<file path="config.mk">
export PLATFORM = sky130hd
export DESIGN_NAME = lib_voq_input_buffer
export DESIGN_NICKNAME = d
export VERILOG_FILES = /design/src/rtl/lib_voq_input_buffer.sv
export SDC_FILE = /design/constraint.sdc
export NUM_CORES = 1
export LEC_CHECK = 0
export ABC_AREA = 1
export BUFFER_PORTS_ARGS = -buffer_cell sky130_fd_sc_hd__buf_2
export CAP_MARGIN = 20
export CORE_AREA = 2 2 225 227
export CTS_CLUSTER_SIZE = 10
export DETAILED_ROUTE_END_ITERATION = 10
export DIE_AREA = 0 0 227 229
export PLACE_DENSITY = 0.67
export SYNTH_ARGS = -nofsm -noshare
export SYNTH_HDL_FRONTEND = slang
export SYNTH_SLANG_ARGS = --single-unit
</file>
<file path="constraint.sdc">
create_clock -name clk -period 4.1 [get_ports clk]
set_input_delay 0.615 -clock clk [delete_from_list [all_inputs] [get_ports clk]]
set_output_delay 0.615 -clock clk [all_outputs]
set_load 0.02 [all_outputs]
</file>
<file path="src/rtl/lib_voq_input_buffer.sv">
// Per-input virtual output queue buffer: M circular FIFOs feeding an allocator
// request row and dequeuing the flit selected by that input's grant column.
module lib_voq_input_buffer #(
  parameter int unsigned M     = 4,
  parameter int unsigned DEPTH = 4,
  parameter int unsigned WIDTH = 32
) (
  input  logic                 clk,
  input  logic                 reset,
  input  logic                 ce,
  input  logic [WIDTH-1:0]     i_data,
  input  logic [$clog2(M)-1:0] i_dest,
  input  logic                 i_valid,
  output logic [0:M-1]         o_full,
  output logic                 o_overflow,
  output logic [0:M-1]         o_request,
  input  logic [0:M-1]         i_grant,
  output logic [WIDTH-1:0]     o_data,
  output logic                 o_valid,
  output logic [0:M-1]         o_dest,
  output logic                 o_error
);

  localparam int unsigned DW = $clog2(M);
  localparam int unsigned PW = $clog2(DEPTH);
  localparam int unsigned CW = PW + 1;

  logic [WIDTH-1:0] mem    [M][DEPTH];
  logic [PW-1:0]    wr_ptr [M];
  logic [PW-1:0]    rd_ptr [M];
  logic [CW-1:0]    count  [M];

  logic [DW-1:0] sel;
  logic          found;
  logic          multi;
  logic          dest_ok;
  logic          push_ok;
  logic          push_rej;
  logic          pop_ok;
  logic          err_ev;
  logic [0:M-1]  sel_onehot;

  // Status flags depend only on the occupancy counters.
  always_comb begin
    o_full    = '0;
    o_request = '0;
    for (int unsigned j = 0; j < M; j++) begin
      o_full[j]    = (count[j] == CW'(DEPTH));
      o_request[j] = (count[j] != '0);
    end
  end

  // Lowest-index grant wins; extra grant bits are a protocol error.
  always_comb begin
    sel        = '0;
    found      = 1'b0;
    sel_onehot = '0;
    for (int unsigned j = 0; j < M; j++) begin
      if (i_grant[j] && !found) begin
        sel   = DW'(j);
        found = 1'b1;
      end
    end
    sel_onehot[sel] = found;
    multi    = ($countones(i_grant) > 1);
    dest_ok  = (32'(i_dest) < 32'(M));
    push_ok  = ce && i_valid && dest_ok && !o_full[i_dest];
    push_rej = ce && i_valid && dest_ok && o_full[i_dest];
    pop_ok   = ce && found && (count[sel] != '0);
    err_ev   = ce && found && ((count[sel] == '0) || multi);
  end

  // Flit storage is intentionally left unreset.
  always_ff @(posedge clk) begin
    if (push_ok) begin
      mem[i_dest][wr_ptr[i_dest]] <= i_data;
    end
  end

  always_ff @(posedge clk) begin
    if (reset) begin
      for (int unsigned j = 0; j < M; j++) begin
        wr_ptr[j] <= '0;
        rd_ptr[j] <= '0;
        count[j]  <= '0;
      end
      o_valid    <= 1'b0;
      o_overflow <= 1'b0;
      o_error    <= 1'b0;
      o_data     <= '0;
      o_dest     <= '0;
    end else begin
      o_valid    <= pop_ok;
      o_overflow <= push_rej;
      o_error    <= err_ev;
      if (pop_ok) begin
        o_data <= mem[sel][rd_ptr[sel]];
        o_dest <= sel_onehot;
      end
      for (int unsigned j = 0; j < M; j++) begin
        if (push_ok && (i_dest == DW'(j))) begin
          wr_ptr[j] <= wr_ptr[j] + PW'(1);
        end
        if (pop_ok && (sel == DW'(j))) begin
          rd_ptr[j] <= rd_ptr[j] + PW'(1);
        end
        count[j] <= count[j] + CW'(push_ok && (i_dest == DW'(j)))
                             - CW'(pop_ok && (sel == DW'(j)));
      end
    end
  end

endmodule

</file>
==> metrics, run 1 <==
fillcell total=4176; Synth Area in Compound Gates=under 10%; Post-DRT Antenna Nets=0; post-synthesis sequential element count=between 500 and 600; PostCTS Resize Cnt=0; Routed WL=65.5 mm; DP HPWL=34.1 mm; Int Pwr=just over 10 mW; # rows=82; CP Capture Type=flop; Final Power=13.7 mW; number of H-tree levels=3; post-route cell area=28300 sq um; starting DRC count in detailed routing=1806; sw frac=25.0%; Final Max Tran Viols=0; largest family of logic cells by synthesized area=simple AND/OR/NAND/NOR gates; WP data arrival=approximately 3.3 ns; P_sw=3.44 mW; fraction of registers with async set/reset=0%; top_reg_cell synth=edfxtp_1; setup bufs post-CTS=0; DR vias/cell=5.56; Gate power share=11.3%; post-synthesis cell count=2380; largest net degree at the start of global routing=208; Least-Margin Pin Slew=~1.3 ns; placed cell areas=roughly 26000 sq um; run status=completed; xor/xnor share of the synthesized area=less than 1%; final setup TNS=0 ns; layout overhead on the synthesized area=13.2%; clock share of power=39.9%; Mapped Nets=2431; CTS tree=done; # setup viols final=0; Pwr per Cell Area=484 nW/um^2; Crit Path Category=in2reg; total CTS buffers=68; GPL Wtd Cong=between 0.7 and 0.8; worst skew pair latency=between 0.5 and 0.6 ns; initial antenna violation count=3; clock skew=0.0150 ns; Rel. slew slack=15.9%; initial core utilization=50.4%; Clock Pin Slew Worst Setup and Hold Paths=0.05 ns; Hold Crit Depth=3; sequential power share=48.7%; core area=approximately 50000 sq um; CTS sink cnt=579; root buf cell=clkbuf_16; Die Wd=227 microns; Final #Nets=2500; max_cap viols=0; Post-Syn Area=25000 sq um; grt ovf=0; HP Class=in2reg; GRT Util Overall=25.6%; DIE HEIGHT=229 microns; Ys Warns=0; Pre-antenna DRT Iters=5; Residual DRC=0; FF-to-FF path depth=12; first-pass GRT wire length=100 mm; FMAX=352 MHz; die area=about 52000 sq um; number of buffers added on ports=88; Final Cycle Share=69.3%; Seq/Total Area, Yosys=between 60% and 70%; Netlist cell types=38; DR vias=between 15000 and 20000; Pleak=11.3 nW; routed len/inst=just over 20 microns; simple-gate share of the synthesized area=22.5%; worst-path fanout max=92; syn avg cell area=between 10 and 15 sq um; hold buffers post-CTS=0; Peak supply drop=0.332 mV; WP data required=4.58 ns; vias in the first global route=17200; post-layout minimum cycle time=2.84 ns; post-synthesis mux area share=0%; Synth Area in Adders=0.601%; EDFF count, synth=about 530; Startpoint Class=primary input; fin util=57.0%; io pins=89; RSZ-0062 raised after global routing=false; share of cells above drive strength 1=between 10% and 20%; buffer depth of the longest clock path=3; Final Hold Viols=0
[area by class of cell]
cell class	instances	area (sq um)	share of cell area [%]
sequential	579	16900	59.6
multi-input combinational	1461	6820	24.1
clock buffer	119	1970	6.95
timing repair buffer	145	1060	3.73
tap	672	841	2.97
inverter	194	732	2.59
clock inverter	3	16.3	0.0575
antenna	1	2.50	0.00884
[power by group through the flow]
stage | Sequential [mW] | Clock, mW | Combinational, mW
global placement | 6.80 | 0 | 1.52
CTS | 6.68 | 5.56 | 1.55
finish | 6.69 | 5.47 | 1.56
floorplan | 6.86 | 0 | 0.891
global route | 6.70 | 5.79 | 1.71
detailed placement | 6.81 | 0 | 1.54
[placed cells by master (no fill, tap or decap), types with 8 or more instances in the layout]
master	netlist	layout
nor2_4	3	19
clkbuf_1	24	47
a21oi_1	128	128
clkbuf_16	0	71
nand4_1	91	91
nor2_1	159	143
xnor2_1	8	8
edfxtp_1	528	528
nand3b_1	39	39
buf_4	9	42
nand3_1	250	250
dfxtp_1	51	51
buf_2	98	88
buf_12	0	15
inv_1	187	186
nand2_1	733	732
[state kept, by name, summed over array words and instances, names as in the netlist]
name / cells
count: 12
mem: 512
o_data: 32
o_dest: 4
o_error: 1
o_overflow: 1
o_valid: 1
rd_ptr: 8
wr_ptr: 8
[per-stage QoR]
step | hold slack (ns) | std cells | worst slack, ns
6_report | 0.301 | 3174 | 1.26
5_1_grt | 0.304 | 3173 | 1.05
4_1_cts | 0.275 | 3173 | 1.25
3_5_place_dp | 0.466 | 3051 | 0.653
3_3_place_gp | 0.464 | 3051 | 0.650
2_1_floorplan | 0.541 | 2380 | 0.628
[layer usage]
| layer | up-vias | global-route usage, % | part of all wire (%) |
|---|---|---|---|
| met4 | 2 | 9.09 | 3.1 |
| met5 | - | 0 | 0.017 |
| met3 | 144 | 4.04 | 7.5 |
| met1 | 8576 | 34.9 | 41 |
| li1 | 8208 | - | - |
| met2 | 732 | 41.8 | 48 |
[synthesized netlist by cell type, types with 4 or more instances]
| library cell | n | area share, % |
|---|---|---|
| nand2_1 | 733 | 11 |
| edfxtp_1 | 528 | 63 |
| nand3_1 | 250 | 5.0 |
| inv_1 | 187 | 2.8 |
| nor2_1 | 159 | 2.4 |
| a21oi_1 | 128 | 2.6 |
| buf_2 | 98 | 2.0 |
| nand4_1 | 91 | 2.3 |
| dfxtp_1 | 51 | 4.1 |
| nand3b_1 | 39 | 1.2 |
| clkbuf_1 | 24 | 0.36 |
| buf_1 | 11 | 0.17 |
| buf_4 | 9 | 0.27 |
| xnor2_1 | 8 | 0.28 |
| o21ai_0 | 7 | 0.14 |
| inv_2 | 6 | 0.090 |
| fa_1 | 5 | 0.40 |
| buf_6 | 4 | 0.18 |
| ha_1 | 4 | 0.20 |
| xor2_1 | 4 | 0.14 |
[logic make-up (layout without fill, tap and decap cells)]
family,after synthesis,in the layout
simple gates,1291,1291
flops,579,579
buf+inv,340,461
compound gates,149,149
xor+xnor,12,12
fa+ha+maj,9,9
other cells,0,1
[final timing paths]
kind / start / endpoint / slack, ns
worst max register to register: count[3][1] / mem[2][59] / 1.38
worst min register to register: o_dest[0] / o_dest[0] / 0.47
worst max-delay path: i_grant[0] / o_data[26] / 1.26
worst min-delay path: i_valid / o_overflow / 0.30
[worst max-delay path, stage by stage]
cell,delay [ns]
buf_2,0.15
inv_2,0.09
nand2_8,0.09
buf_4,0.82
nand3_1,0.22
nand2_1,0.17
nor2_4,0.06
nor2_8,0.38
buf_4,0.31
nand2_1,0.08
nand3_1,0.07
nand3_1,0.10
nand2_1,0.10
inv_1,0.04
Power figures use the tool's default switching activity.
==> run 2: changes to the inputs <==
==> config.mk (replaced) <==
export PLATFORM = sky130hd
export DESIGN_NAME = lib_voq_input_buffer
export DESIGN_NICKNAME = d
export VERILOG_FILES = /design/src/rtl/lib_voq_input_buffer.sv
export SDC_FILE = /design/constraint.sdc
export NUM_CORES = 1
export LEC_CHECK = 0
export ABC_AREA = 0
export BUFFER_PORTS_ARGS = -buffer_cell sky130_fd_sc_hd__buf_2
export CAP_MARGIN = 20
export CORE_AREA = 2 2 216 218
export CTS_CLUSTER_SIZE = 10
export DETAILED_ROUTE_END_ITERATION = 10
export DIE_AREA = 0 0 218 220
export PLACE_DENSITY = 0.7
export SYNTH_ARGS = -nofsm -noshare
export SYNTH_HDL_FRONTEND = slang
export SYNTH_SLANG_ARGS = --single-unit
==> constraint.sdc (replaced) <==
create_clock -name clk -period 2.55 [get_ports clk]
set_input_delay 0.3825 -clock clk [delete_from_list [all_inputs] [get_ports clk]]
set_output_delay 0.3825 -clock clk [all_outputs]
set_load 0.02 [all_outputs]
==> run 2 against run 1 <==
First-iteration DRC count fell by 18%. Area after synthesis fell by 8.1%. Highest routed layer is now met4. The run now ends with DRC left. Core utilization rose by 4.0 points. Via count fell by 14%. Final cell count fell by 23%. Power rose by 61%. Global-route usage fell by 0.32 points. Largest power group unchanged. Clock power rose by 62%.
==> metrics, run 2 <==
HP Class=in2reg; top cell type's share of synthesized area=69.0% (+5.6 points); Buf/Inv on CP=1 (-4); Worst R2R End=count[0][2]; CP max-delay cell=fa_2; max_cap viols=0 (unchanged); first-pass GRT wire length=91.1 mm (-9.2%); Final Max Tran Viols=0 (unchanged); DR vias/cell=6.15 (+10%); # setup viols final=0 (unchanged); vias in the first global route=15500 (-9.6%); commonest non-fill, non-tap cell in the layout=edfxtp_1; Seq/Total Area, Yosys=73.5% (+6.0 points); Crit Path Category=reg2reg; fraction of registers with async set/reset=0% (unchanged); Clock Pin Slew Worst Setup and Hold Paths=0.06 ns (about the same); Mapped Nets=1629 (-33%); syn avg cell area=14.6 sq um (+39%); Peak supply drop=0.500 mV (+50%); RSZ-0062 raised after global routing=true; Ys Warns=0 (unchanged); failing checks=DRC; root buf cell=clkbuf_16; most frequent cell after synthesis=edfxtp_1; Hold Crit Depth=3 (unchanged); buffer depth of the longest clock path=3 (unchanged); post-synthesis cell count=1578 (-34%); grt ovf=0 (unchanged); post-synthesis sequential element count=579 (unchanged); CTS tree=done; CTS sink cnt=579 (unchanged); max FFs per register=512 (unchanged); ranking of synthesized cells by area=edfxtp_1 69%, dfxtp_1 4.4%, a21oi_1 2.8%; Post-Place Cells=2331 (-24%); die area=48000 sq um (-7.7%); CP Cell Sequence=or3_4, a21oi_2, o2111a_2, a21oi_4, nand2_2, xnor2_2, ha_2, inv_2, fa_2, xor2_2, xnor2_1, nor2_1; top_reg_cell synth=edfxtp_1; DP HPWL=34.6 mm (+1.5%); EDFF count, synth=528 (unchanged); WP data required=3.04 ns (-1.54 ns); Rel. slew slack=39.8% (+24 points); Pre-antenna DRT Iters=11 (+6); Routed WL=59.6 mm (-9.1%); DIE HEIGHT=220 microns (-3.9%); Residual DRC=1 (+1); R2R Path Start=count[0][0]; DR vias=15100 (-14%); WP data arrival=2.97 ns (-0.36 ns); Worst path depth=12 (-2); Pwr per Cell Area=788 nW/um^2 (+63%); biggest cell delay along the critical path=0.39 ns (-0.43 ns); Final Cycle Share=97.6%; worst hold start=i_valid; final setup margin=0.0617 ns (-1.20 ns); commonest cells after routing, fill and taps aside=528 x edfxtp_1, 137 x buf_4, 131 x nand2_1; io pins=89 (unchanged); initial antenna violation count=0 (-3); r2r setup slk=0.06 ns (-1.32 ns); Post-DRT Antenna Nets=0 (unchanged); Post-Layout Cell Count=2458 (-23%); Startpoint Class=flop; # rows=79 (-3.7%); Pleak=9.74 nW (-14%); layout overhead on the synthesized area=21.9%; Synth area leader=edfxtp_1; run status=complete, but fails checks; Final Power=22.1 mW (+61%); Final Hold Viols=0 (unchanged); FF-to-FF path depth=12 (unchanged); number of buffers added on ports=88 (unchanged); FMAX=approximately 400 MHz; Netlist cell types=57 (+50%); Post-Syn Area=23000 sq um (-8.1%); routed len/inst=24.2 microns (+17%); worst-path fanout max=6 (-93%); starting DRC count in detailed routing=1483 (-18%); largest net degree at the start of global routing=66 (-68%); pre-CTS setup slack=-0.365 ns (-1.02 ns); total CTS buffers=68 (unchanged); Final #Nets=1850 (-26%); n_diodes=0 (-1); Least-Margin Pin Slew=0.903 ns (-0.358 ns); Die Wd=218 microns (-4.0%); most frequent cells after synthesis=528 x edfxtp_1, 135 x nand2_1, 129 x a21oi_1; GPL Wtd Cong=0.816 (+3.0%); core area=45900 sq um (-7.6%); CP Capture Type=flop; Top delay family on crit path=adder cells; clock skew=0.0283 ns (+0.0133 ns); initial core utilization=50.1% (-0.27 points); post-layout minimum cycle time=2.49 ns; GRT Util Overall=25.3% (-0.32 points); Worst Hold End=o_overflow; number of H-tree levels=3 (unchanged); share of cells above drive strength 1=23.7% (+13 points); worst skew pair latency=0.60 ns (about the same)
run 2: per-stage QoR:
step / utilization, % / area, sq um / hold WS [ns] / TNS (ns)
6_report: 61.1 / 28000 / 0.0495 / 0
2_1_floorplan: - / 23200 / 0.481 / -16.20
4_1_cts: 60.8 / 27900 / 0.0332 / -0.0344
5_1_grt: 61.1 / 28000 / 0.0551 / -0.181
3_3_place_gp: 56.0 / 25700 / 0.444 / -25.14
3_5_place_dp: 56.2 / 25800 / 0.441 / -8.72
run 2: kinds of logic after synthesis:
family | Yosys count | synth area share (%)
xor gates and xnor gates | 20 | 0.763
AOI/OAI and AO/OA | 407 | 13.7
adders and majority gates | 9 | 0.654
and+or+nand+nor | 332 | 7.02
buffers and inverters | 227 | 4.01
DFF | 579 | 73.5
muxes | 4 | 0.338
run 2: worst max-delay path by stage:
| stage | startpoint | end |
|---|---|---|
| floorplan | i_grant[0] | count[0][2] |
| global placement | i_grant[1] | o_data[9] |
| detailed placement | i_grant[0] | count[2][2] |
| CTS | count[2][0] | count[3][2] |
| global route | count[0][0] | count[0][2] |
| finish | count[0][0] | count[0][2] |
run 2: worst min-delay path: stages:
cell     delay [ns]
buf_2          0.12
nand2_1        0.06
nor3_1         0.04
run 2: power by group:
| part | total, mW | internal [mW] | switching, mW |
|---|---|---|---|
| Combinational | 2.50 | 1.00 | 1.50 |
| Sequential | 10.7 | 10.6 | 0.108 |
| Clock | 8.88 | 5.25 | 3.62 |
run 2: metal layers:
layer / vias up / track usage, % / wire length, microns
met3: 138 / 4.96 / 5220
met5: - / 0 / 0
met4: 0 / 9.57 / 1750
met2: 752 / 40.7 / 28100
li1: 6609 / - / -
met1: 7613 / 34.2 / 24500
run 2: repair_timing:
action | CTS | global route
pin swaps | 7 | 23
hold buffers | 0 | 0
gates resized for setup | 21 | 35
buffers inserted | 3 | 3
setup endpoints to repair | 43 | 273
gates cloned | 0 | 0
run 2: area by class of cell:
type | instances | area [sq um]
Sequential cell | 579 | 16900
Clock buffer | 118 | 1970
Fill cell | 3341 | 17900
Timing Repair Buffer | 270 | 2400
Inverter | 108 | 405
Multi-Input combinational cell | 772 | 5530
Clock inverter | 4 | 53.8
Tap cell | 607 | 759
